`config.mk`:
```
export PLATFORM = sky130hd
export DESIGN_NAME = eu_instr_queue
export DESIGN_NICKNAME = d
export VERILOG_FILES = /design/src/rtl/eu_instr_queue.sv
export SDC_FILE = /design/constraint.sdc
export NUM_CORES = 1
export LEC_CHECK = 0
export CAP_MARGIN = 20
export CORE_ASPECT_RATIO = 1.25
export CORE_UTILIZATION = 30
export CTS_CLUSTER_DIAMETER = 30
export DETAILED_ROUTE_END_ITERATION = 7
export HOLD_SLACK_MARGIN = 0.05
export MAX_ROUTING_LAYER = met4
export PLACE_DENSITY = 0.51
export SYNTH_ARGS = -nofsm -noshare
export SYNTH_HDL_FRONTEND = slang
export SYNTH_SLANG_ARGS = --single-unit
```
`constraint.sdc`:
```
create_clock -name clk -period 19.8 [get_ports clk]
set_input_delay 5.94 -clock clk [delete_from_list [all_inputs] [get_ports clk]]
set_output_delay 5.94 -clock clk [all_outputs]
set_load 0.005 [all_outputs]
```
`src/rtl/eu_instr_queue.sv`:
```
// eu_instr_queue: per-execution-unit in-order instruction queue.
//
// Captures the dispatch-bus slots addressed to this unit (EU_IDX), in slot
// order, into a circular buffer and issues the oldest entry over a
// valid/ready port.
//
// Ports:
//   clk                            clock
//   reset                          synchronous active-high reset
//   flush_i                        synchronous flush (empties the queue)
//   instr_dispatch_i[N]            dispatch-bus entries
//   instr_dispatch_valid_i[N]      per-slot valid
//   dispatched_instr_alloc_euidx_i per-slot target execution unit
//   instr_dispatch_ready_o         room for any N-slot dispatch
//   issue_o / issue_valid_o        oldest queued entry
//   issue_ready_i                  execution unit accepts issue_o
//   count_o                        current occupancy (0..DEPTH)

`ifndef NUM_PARALLEL_INSTR_DISPATCHES
`define NUM_PARALLEL_INSTR_DISPATCHES 2
`endif
`ifndef LOG2_NUM_EXEC_UNITS
`define LOG2_NUM_EXEC_UNITS 2
`endif

module eu_instr_queue #(
  parameter int unsigned EU_IDX                        = 0,
  parameter int unsigned DEPTH                         = 8,
  parameter int unsigned NUM_PARALLEL_INSTR_DISPATCHES = `NUM_PARALLEL_INSTR_DISPATCHES,
  parameter int unsigned LOG2_NUM_EXEC_UNITS           = `LOG2_NUM_EXEC_UNITS,
  parameter type         type_iqueue_entry             = logic [31:0]
) (
  input  logic                             clk,
  input  logic                             reset,
  input  logic                             flush_i,
  input  type_iqueue_entry                 instr_dispatch_i [NUM_PARALLEL_INSTR_DISPATCHES],
  input  logic                             instr_dispatch_valid_i [NUM_PARALLEL_INSTR_DISPATCHES],
  input  logic [LOG2_NUM_EXEC_UNITS-1:0]   dispatched_instr_alloc_euidx_i
                                             [NUM_PARALLEL_INSTR_DISPATCHES],
  output logic                             instr_dispatch_ready_o,
  output type_iqueue_entry                 issue_o,
  output logic                             issue_valid_o,
  input  logic                             issue_ready_i,
  output logic [$clog2(DEPTH):0]           count_o
);

  localparam int unsigned N    = NUM_PARALLEL_INSTR_DISPATCHES;
  localparam int unsigned PtrW = $clog2(DEPTH);
  localparam int unsigned CntW = PtrW + 1;
  localparam logic [LOG2_NUM_EXEC_UNITS-1:0] EuIdx = LOG2_NUM_EXEC_UNITS'(EU_IDX);

  type_iqueue_entry mem [DEPTH];

  logic [PtrW-1:0] wr_ptr_q, wr_ptr_d;
  logic [PtrW-1:0] rd_ptr_q, rd_ptr_d;
  logic [CntW-1:0] count_q, count_d;

  logic            match [N];
  logic [PtrW-1:0] slot_addr [N];
  logic [CntW-1:0] push_cnt;
  logic            pop;

  // Ready looks only at registered occupancy so the bus-wide AND of all
  // units' ready never loops back through the dispatch or issue inputs.
  // A pop in the same cycle is deliberately not credited.
  assign instr_dispatch_ready_o = (CntW'(DEPTH) - count_q) >= CntW'(N);

  assign issue_valid_o = (count_q != '0);
  assign issue_o       = mem[rd_ptr_q];
  assign count_o       = count_q;
  assign pop           = issue_valid_o && issue_ready_i;

  // Compact matching slots: each one lands at wr_ptr plus the number of
  // older (lower-index) matching slots, so gaps leave no holes.
  always_comb begin
    push_cnt = '0;
    for (int i = 0; i < N; i++) begin
      match[i]     = instr_dispatch_valid_i[i] &&
                     (dispatched_instr_alloc_euidx_i[i] == EuIdx) &&
                     instr_dispatch_ready_o;
      slot_addr[i] = wr_ptr_q + push_cnt[PtrW-1:0];
      if (match[i]) begin
        push_cnt = push_cnt + CntW'(1);
      end
    end
  end

  always_comb begin
    wr_ptr_d = wr_ptr_q;
    rd_ptr_d = rd_ptr_q;
    count_d  = count_q;
    if (reset || flush_i) begin
      wr_ptr_d = '0;
      rd_ptr_d = '0;
      count_d  = '0;
    end else begin
      // Pointers are DEPTH-modulo by width (DEPTH is a power of two).
      wr_ptr_d = wr_ptr_q + push_cnt[PtrW-1:0];
      rd_ptr_d = rd_ptr_q + PtrW'(pop);
      count_d  = count_q + push_cnt - CntW'(pop);
    end
  end

  always_ff @(posedge clk) begin
    wr_ptr_q <= wr_ptr_d;
    rd_ptr_q <= rd_ptr_d;
    count_q  <= count_d;
  end

  // Storage is not reset; entries outside [rd_ptr, rd_ptr+count) are dead.
  always_ff @(posedge clk) begin
    if (!reset && !flush_i) begin
      for (int i = 0; i < N; i++) begin
        if (match[i]) begin
          mem[slot_addr[i]] <= instr_dispatch_i[i];
        end
      end
    end
  end

endmodule

```
==> metrics.md, run 1 <==
| Metric | Value |
|---|---|
| Hold depth | `2` |
| CP Class | `flop to output pin` |
| Starting Density | `30.5%` |
| FP Rows | `89` |
| All-Layer GR Usage | `15.7%` |
| CTS tree | `built` |
| Worst-path maximum fanout | `36` |
| Slew @ Worst Pin | `930 ps` |
| Syn_nets | `865` |
| VDD IR-drop max | `0.0755 mV` |
| Iteration-0 DRC Markers | `365` |
| Reg2reg start | `count_o[1]` |
| CTS sink cnt | `266` |
| Synth top area cells | `edfxtp_1 (53%), mux2_4 (18%), mux4_2 (9.9%)` |
| Share of layout cells above drive strength 1 | `49.7%` |
| Gr busiest metal | `met2` |
| Hold Vio Cnt, Final | `0` |
| Detailed Route WL | `36.5 mm` |
| Worst path slowest cell | `dfxtp_4` |
| Most instantiated cells after synthesis | `edfxtp_1 (256), mux2_4 (178), mux2_2 (109)` |
| Clk pin slew, worst setup/hold paths | `40 ps` |
| Met1 GRT Util | `18.5%` |
| Synth top area share | `53.1%` |
| I/O pin count | `112` |
| Reg-to-Reg End | `mem[4][19]` |
| R2R depth | `12` |
| Placed wire-length estimate | `20.4 mm` |
| Sequential share of the synthesized area | `54.4%` |
| Worst min path class | `flop to flop` |
| Count leader, synth | `edfxtp_1` |
| Nets | `998` |
| Worst Min Path Start | `count_o[0]` |
| Post-CTS setup buffer count | `0` |
| Tcrit/Tclk final | `47.9%` |
| Unrepaired setup endpoints after global routing | `false` |
| Critical Path Start Type | `flop` |
| Fin crit period | `9480 ps` |
| Power Total | `1.80 mW` |
| DRC | `0` |
| Filler cell count | `4,430` |
| Footprint of the multi-input gates | `6270 sq um` |
| GRT Residual Overflow | `0` |
| Status | `finished clean` |
| Hold_buf cts | `0` |
| Worst path cell trace | `buf_4, mux4_2, mux2_2, clkdlybuf4s50_1` |
| P&R area growth vs syn | `24.4%` |
| Relative slew margins | `38.0%` |
| Vias in the first global route | `8,374` |
| Crit path buf inv count | `2` |
| Max Clk Rate | `105 MHz` |
| # H-tree levels | `2` |
| Core box area | `47,400 sq um` |
| Top FF cell, synth | `edfxtp_1` |
| Final setup skew | `17.8 ps` |
| Fin Setup TNS | `0 ps` |
| Via count | `7,496` |
| Lkg Pwr | `6.59 nW` |
| CTS Buf Count | `56` |
| CP endpoint kind | `output pin` |
| Die height | `248 um` |
| Yosys cell types | `39` |
| EDFF count, synth | `256` |
| Initial antenna violation count | `1` |
| Met2 usage | `27.4%` |
| Crit path arrival time | `3540 ps` |
| Vias/cell | `4.71` |
| Root buf cell | `clkbuf_16` |
| Final GP Congestion | `0.700` |
| Pwr dens | `99.7 nW/um^2` |
| Max Root-Sink Buffers | `3` |
| Hold endpoint | `count_o[0]` |
| DR WL/cell | `22.9 um` |
| Die Wd | `199 um` |
| First-pass GRT wire length | `54.6 mm` |
| Worst path required time | `13,860 ps` |
| Largest net degree at the start of global routing | `45` |
| Die ar. | `49,200 sq um` |
| Ys Warns | `0` |
| Syn avg cell area | `18.7 sq um` |
| Max stage delay on crit path | `790 ps` |
| Pre-antenna DRT Iters | `4` |
| Post-synth design cell area | `14,500 sq um` |
| Register area | `7890 sq um` |
| R2r setup slk | `15,490 ps` |
| Area leader, netlist | `edfxtp_1` |
| Fin. max-slew vios | `0` |
| # setup viols final | `0` |
| Gate Count Post-Synth | `776` |
| GR Util met3 | `2.49%` |
| Post-route ant nets | `0` |
| Port Buffers | `111` |
| Post-synth ARST share | `0%` |
| CTS resizes | `0` |
| Max-cap violation count | `0` |
| Final hold slack | `687 ps` |
| Top cell family by delay on the critical path | `buffers and inverters` |
| #FFs+latches synth | `266` |
| Skew-Pair Late Insertion Delay | `570 ps` |
## flip-flops by register name (all words and copies together), names as in the netlist
signal	flops
rd_ptr_q	3
wr_ptr_q	3
mem	256
count_o	4
## layer usage
layer	share of wire, %	up-vias	routed length, um
met4	2.2	0	785
met1	42	3886	15200
met3	3.4	52	1230
li1	-	3402	-
met2	53	156	19200
met5	0	-	0
## how the worst max path moves through the flow
stage                                            from  cells past startpoint     endpoint  slack, ps
floorplan           dispatched_instr_alloc_euidx_i[3]                      9    mem[7][0]       9270
global placement    dispatched_instr_alloc_euidx_i[3]                     10   mem[4][16]      10160
detailed placement  dispatched_instr_alloc_euidx_i[3]                     10   mem[4][28]      10180
CTS                                       rd_ptr_q[0]                      4   issue_o[9]      10160
global route                              rd_ptr_q[0]                      4  issue_o[24]      10070
finish                                    rd_ptr_q[0]                      4  issue_o[24]      10320
## cell families after synthesis
group                      after synthesis  share of synthesized area (%)
and+or+nand+nor                         62                           3.11
buffers and inverters                   59                           2.85
AOI/OAI and AO/OA                       15                          0.587
muxes                                  352                           36.9
adders and majority gates               15                           1.40
DFF                                    266                           54.4
xor gates and xnor gates                 7                          0.682
## layout make-up
class / count / area share [%]
flip-flops and latches: 266 / 43.8
multi-input cells: 451 / 34.8
clock buffers: 64 / 8.06
repair buffers: 122 / 6.62
well taps: 637 / 4.42
clock inverters: 37 / 2.03
inverters: 12 / 0.250
diodes: 1 / 0.0139
## through the flow
stage	setup WS, ps	area (sq um)	std cells	utilization (%)
3_5_place_dp	10180	16200	1488	34.2
4_1_cts	10160	18000	1589	38.0
6_report	10320	18000	1590	38.0
3_3_place_gp	10160	16200	1488	34.2
5_1_grt	10070	18000	1590	38.0
2_1_floorplan	9270	14500	776	-
## worst min-delay path, stage by stage (launching register included)
cell	delay, ps
dfxtp_1	400
ha_1	150
and2_1	100
## report_power, final
part / internal [mW] / leakage, nW / switching, mW
registers: 0.634 / 2.39 / 0.0146
clock network: 0.608 / 0.890 / 0.293
logic: 0.139 / 3.31 / 0.108
total: 1.38 / 6.59 / 0.415
## cell usage in the layout, fill, tap and decap left out, types with 3 or more instances in the layout
| cell type | netlist | routed |
|---|---|---|
| mux2_2 | 109 | 109 |
| mux2_4 | 178 | 178 |
| clkinv_2 | 0 | 16 |
| clkbuf_1 | 16 | 7 |
| nor2_4 | 0 | 4 |
| clkinvlp_4 | 0 | 5 |
| mux4_2 | 64 | 64 |
| buf_4 | 1 | 11 |
| clkbuf_16 | 0 | 57 |
| dfxtp_1 | 10 | 7 |
| a21oi_1 | 9 | 6 |
| and2_1 | 8 | 8 |
| xnor2_1 | 3 | 3 |
| nor2_1 | 16 | 12 |
| a21oi_4 | 0 | 3 |
| nand3_4 | 9 | 9 |
| nand2_1 | 9 | 9 |
| inv_1 | 12 | 12 |
| clkdlybuf4s50_1 | 0 | 111 |
| edfxtp_1 | 256 | 256 |
| ha_1 | 13 | 13 |
| bufinv_16 | 0 | 7 |
| clkinv_1 | 0 | 8 |
(Power assumes the default switching activity.)
==> run 2, diff against run 1 <==
--- a/config.mk
+++ b/config.mk
@@ -12,7 +12,7 @@
 export DETAILED_ROUTE_END_ITERATION = 7
 export HOLD_SLACK_MARGIN = 0.05
 export MAX_ROUTING_LAYER = met4
-export PLACE_DENSITY = 0.51
+export PLACE_DENSITY = 0.52
 export SYNTH_ARGS = -nofsm -noshare
 export SYNTH_HDL_FRONTEND = slang
 export SYNTH_SLANG_ARGS = --single-unit
==> constraint.sdc (replaced) <==
create_clock -name clk -period 7.9 [get_ports clk]
set_input_delay 2.37 -clock clk [delete_from_list [all_inputs] [get_ports clk]]
set_output_delay 2.37 -clock clk [all_outputs]
set_load 0.005 [all_outputs]
==> metrics.md, run 2 (synthesis results as in run 1) <==
| Metric | Value |
|---|---|
| Via count | `7,473` |
| Crit path buf inv count | `2` |
| Final setup skew | `11.2 ps` |
| R2R depth | `13` |
| Nets | `999` |
| R2r setup slk | `3550 ps` |
| Final GP Congestion | `0.711` |
| Die Wd | `199 um` |
| Final Cell Area | `18,200 sq um` |
| Clock power share | `52.1%` |
| Register area | `7890 sq um` |
| Starting Density | `30.5%` |
| Pre-antenna DRT Iters | `4` |
| Reg2reg start | `count_o[0]` |
| Antenna Cells | `0` |
| Max-cap violation count | `0` |
| Hold Vio Cnt, Final | `0` |
| Pwr dens | `258 nW/um^2` |
| Logic pwr share | `13.3%` |
| First-pass GRT wire length | `53.8 mm` |
| Fin util | `38.3%` |
| CTS sink cnt | `266` |
| GRT Residual Overflow | `0` |
| Flop pwr share | `34.5%` |
| DR WL/cell | `22.1 um` |
| Max Root-Sink Buffers | `3` |
| Vias/cell | `4.69` |
| Post-route ant nets | `0` |
| Reg-to-Reg End | `mem[5][12]` |
| FP Rows | `89` |
| Die ar. | `49,200 sq um` |
| Max reg flops | `256` |
| Commonest non-fill, non-tap cell in the layout | `edfxtp_1` |
| Hold_buf cts | `0` |
| Fin Setup TNS | `0 ps` |
| Sw Ratio | `22.4%` |
| Largest net degree at the start of global routing | `40` |
| # setup viols final | `0` |
| All-Layer GR Usage | `15.3%` |
| Filler cell count | `4,388` |
| CTS Buf Count | `55` |
| Relative slew margins | `40.0%` |
| Lkg Pwr | `6.66 nW` |
| Fin. max-slew vios | `0` |
| Internal power | `3.64 mW` |
| Footprint of the multi-input gates | `6270 sq um` |
| Critical Path Start Type | `flop` |
| Root buf cell | `clkbuf_16` |
| Max stage delay on crit path | `870 ps` |
| VDD IR-drop max | `0.182 mV` |
| DRC | `0` |
| Worst min path class | `flop to flop` |
| DP Worst Slack | `1830 ps` |
| Worst-path maximum fanout | `39` |
| Top cell family by delay on the critical path | `buffers and inverters` |
| Post-CTS setup buffer count | `0` |
| Tcrit/Tclk final | `72.3%` |
| Detailed Route WL | `35.3 mm` |
| Unrepaired setup endpoints after global routing | `false` |
| Worst path cell trace | `buf_4, mux4_2, mux2_2, clkdlybuf4s50_1` |
| CP Class | `flop to output pin` |
| Vias in the first global route | `8,322` |
| CP startpoint | `rd_ptr_q[1]` |
| Skew-Pair Late Insertion Delay | `560 ps` |
| Share of layout cells above drive strength 1 | `50.0%` |
| Slew @ Worst Pin | `900 ps` |
| CP endpoint kind | `output pin` |
| Setup ws final | `2190 ps` |
| Crit path arrival time | `3340 ps` |
| P&R area growth vs syn | `25.5%` |
| DP Area | `16,200 sq um` |
| # H-tree levels | `2` |
| Most frequent cells in the layout | `edfxtp_1 (256), mux2_4 (178), clkdlybuf4s50_1 (111)` |
| Sw Pwr | `1.05 mW` |
| Die height | `248 um` |
| CTS resizes | `0` |
| Max Clk Rate | `175 MHz` |
| I/O pin count | `112` |
| Worst path required time | `5530 ps` |
| Placed wire-length estimate | `21.4 mm` |
| CTS tree | `built` |
| Iteration-0 DRC Markers | `302` |
| Core box area | `47,400 sq um` |
| Initial antenna violation count | `0` |
| Fin crit period | `5710 ps` |
| Stages on worst setup path | `4` |
| Status | `finished clean` |
| Clk pin slew, worst setup/hold paths | `40 ps` |
| Port Buffers | `111` |
| Worst path slowest cell | `dfxtp_2` |
| Setup crit end | `issue_o[3]` |
## run 2: worst min-delay path by stage
stage | startpoint | end | slack (ps) | cells after the start
4_1_cts | wr_ptr_q[2] | wr_ptr_q[2] | 680 | 2
6_report | wr_ptr_q[2] | wr_ptr_q[2] | 670 | 2
2_1_floorplan | rd_ptr_q[1] | rd_ptr_q[1] | 550 | 2
3_5_place_dp | wr_ptr_q[2] | wr_ptr_q[2] | 670 | 2
3_3_place_gp | wr_ptr_q[2] | wr_ptr_q[2] | 670 | 2
5_1_grt | wr_ptr_q[2] | wr_ptr_q[2] | 750 | 2
## run 2: cell type report
type	instances	share of cell area, %
timing repair buffer	124	6.64
clock buffer	66	8.07
sequential	266	43.4
tap	637	4.38
multi-input combinational	451	34.5
clock inverter	37	2.79
inverter	12	0.248
## run 2: power by group through the flow
stage          logic, mW  registers, mW  clock network, mW
2_1_floorplan      0.390           1.63                  0
3_3_place_gp       0.634           1.64                  0
3_5_place_dp       0.636           1.65                  0
4_1_cts            0.640           1.62               2.49
5_1_grt            0.687           1.62               2.56
6_report           0.626           1.62               2.45
## run 2: worst reg2reg max path: stages (launching register included)
cell and delay (ps):
dfxtp_1 420, inv_1 90, ha_1 240, nor3b_1 260, a31oi_1 80, nor3_1 430
nor2_1 130, and2_1 180, ha_1 180, xor2_1 270, nor3b_2 490, nand2_1 170
a21oi_4 720, buf_4 380
## run 2: metal layers
layer / wire, um / track usage, % / vias up
met3: 1310 / 2.38 / 67
li1: - / - / 3415
met4: 781 / 4.71 / 0
met5: 0 / - / -
met2: 18600 / 26.8 / 155
met1: 14600 / 17.9 / 3836
## run 2: stage by stage
step           cells  total power [mW]  hold slack [ps]
2_1_floorplan    776              2.02              549
3_3_place_gp    1490              2.28              667
3_5_place_dp    1490              2.28              667
4_1_cts         1593              4.75              675
5_1_grt         1593              4.87              751
6_report        1593              4.69              675
==> run 3, diff against run 2 <==
==> constraint.sdc (replaced) <==
create_clock -name clk -period 5.2 [get_ports clk]
set_input_delay 1.56 -clock clk [delete_from_list [all_inputs] [get_ports clk]]
set_output_delay 1.56 -clock clk [all_outputs]
set_load 0.005 [all_outputs]
==> metrics.md, run 3 (synthesis results as in run 1) <==
| Metric | Value |
|---|---|
| Status | `finished clean` |
| FP Rows | `89` |
| Starting Density | `30.5%` |
| Flop pwr share | `35.4%` |
| Pre-antenna DRT Iters | `4` |
| Detailed Route WL | `35.1 mm` |
| First-pass GRT wire length | `53.7 mm` |
| Core box area | `47,400 sq um` |
| Post-route ant nets | `0` |
| Sw Ratio | `23.2%` |
| Critical Path Start Type | `flop` |
| Max reg flops | `256` |
| Max-cap violation count | `0` |
| DR WL met3 | `1.40 mm` |
| Top cell family by delay on the critical path | `multiplexers` |
| Die height | `248 um` |
| Tcrit/Tclk final | `86.3%` |
| Port Buffers | `111` |
| Max Clk Rate | `223 MHz` |
| DP Worst Slack | `495 ps` |
| Max stage delay on crit path | `720 ps` |
| Root buf cell | `clkbuf_16` |
| # setup viols final | `0` |
| Vias/cell | `4.68` |
| Slew @ Worst Pin | `822 ps` |
| Crit path buf inv count | `2` |
| Die ar. | `49,200 sq um` |
| DP Area | `16,500 sq um` |
| Footprint of the multi-input gates | `6270 sq um` |
| Logic pwr share | `13.8%` |
| Final setup skew | `19.8 ps` |
| Clock power share | `50.8%` |
| DRT met1 WL | `14.5 mm` |
| Final Cell Area | `18,400 sq um` |
| Lkg Pwr | `6.71 nW` |
| DRC | `0` |
| Fin util | `38.7%` |
| CTS resizes | `0` |
| CP endpoint kind | `output pin` |
| Worst path slowest cell | `dfxtp_4` |
| Fin Setup TNS | `0 ps` |
| Worst-path maximum fanout | `25` |
| R2R depth | `13` |
| Iteration-0 DRC Markers | `373` |
| Crit path arrival time | `2930 ps` |
| VDD IR-drop max | `0.222 mV` |
| # H-tree levels | `2` |
| Unrepaired setup endpoints after global routing | `false` |
| I/O pin count | `112` |
| Hold_buf cts | `0` |
| Via count | `7,523` |
| Hold Vio Cnt, Final | `0` |
| Vias in the first global route | `8,522` |
| Skew-Pair Late Insertion Delay | `570 ps` |
| CP Class | `flop to output pin` |
| Nets | `1,014` |
| Relative slew margins | `45.2%` |
| P&R area growth vs syn | `26.7%` |
| CTS sink cnt | `266` |
| Share of layout cells above drive strength 1 | `51.0%` |
| Met2 wire len | `18.4 mm` |
| Commonest non-fill, non-tap cell in the layout | `edfxtp_1` |
| Initial antenna violation count | `4` |
| DR WL/cell | `21.8 um` |
| Die Wd | `199 um` |
| Setup ws final | `713 ps` |
| CTS Buf Count | `53` |
| Stages on worst setup path | `4` |
| Register area | `7900 sq um` |
| Post-CTS setup buffer count | `0` |
| Final GP Congestion | `0.724` |
| Fin crit period | `4490 ps` |
| Fin. max-slew vios | `0` |
| Worst min path class | `flop to flop` |
| Internal power | `5.35 mW` |
| GRT Residual Overflow | `0` |
| Largest net degree at the start of global routing | `37` |
| Worst path required time | `3640 ps` |
| CTS tree | `built` |
| Max Root-Sink Buffers | `3` |
| Hold depth | `2` |
| Power Total | `6.96 mW` |
| Filler cell count | `4,438` |
| Top Metal Used | `met4` |
| Clk pin slew, worst setup/hold paths | `40 ps` |
| Sw Pwr | `1.61 mW` |
| Worst path cell trace | `buf_12, mux4_2, mux2_2, clkdlybuf4s50_1` |
| All-Layer GR Usage | `15.3%` |
| Placed wire-length estimate | `21.4 mm` |
| Pwr dens | `379 nW/um^2` |
| Most frequent cells in the layout | `edfxtp_1 (256), mux2_4 (178), clkdlybuf4s50_1 (111)` |
## run 3: path summary, 6_finish.rpt
path | from | endpoint | slack (ps)
worst min-delay path | count_o[0] | count_o[0] | 690
worst max register to register | count_o[0] | mem[1][21] | 1370
worst max-delay path | rd_ptr_q[0] | issue_o[31] | 710
worst min register to register | count_o[0] | count_o[0] | 690
## run 3: cell type report
class	count	area share (%)
antenna	4	0.0545
clock inverter	40	2.73
inverter	12	0.245
sequential	266	43.0
tap	637	4.34
timing repair buffer	141	8.03
clock buffer	58	7.44
multi-input combinational	451	34.2
## run 3: per-stage QoR
| step | instances | hold WS (ps) |
|---|---|---|
| global route | 1609 | 761 |
| finish | 1609 | 692 |
| detailed placement | 1507 | 687 |
| floorplan | 776 | 549 |
| CTS | 1605 | 702 |
| global placement | 1507 | 684 |
## run 3: tightest hold or removal path, stage by stage, from the launching register on
cell,delay [ps]
dfxtp_1,410
ha_1,150
and2_1,100
## run 3: routing by layer
layer / vias up / track usage, %
met3: 60 / 2.80
met1: 3877 / 17.7
met2: 145 / 26.8
li1: 3441 / -
met5: - / -
met4: 0 / 4.32
## run 3: power groups by stage
stage | logic (mW) | registers (mW) | clock network (mW)
after detailed placement | 0.982 | 2.51 | 0
after floorplan | 0.593 | 2.47 | 0
final | 0.963 | 2.46 | 3.53
after global placement | 0.976 | 2.50 | 0
after CTS | 0.988 | 2.46 | 3.61
after global routing | 1.06 | 2.47 | 3.69
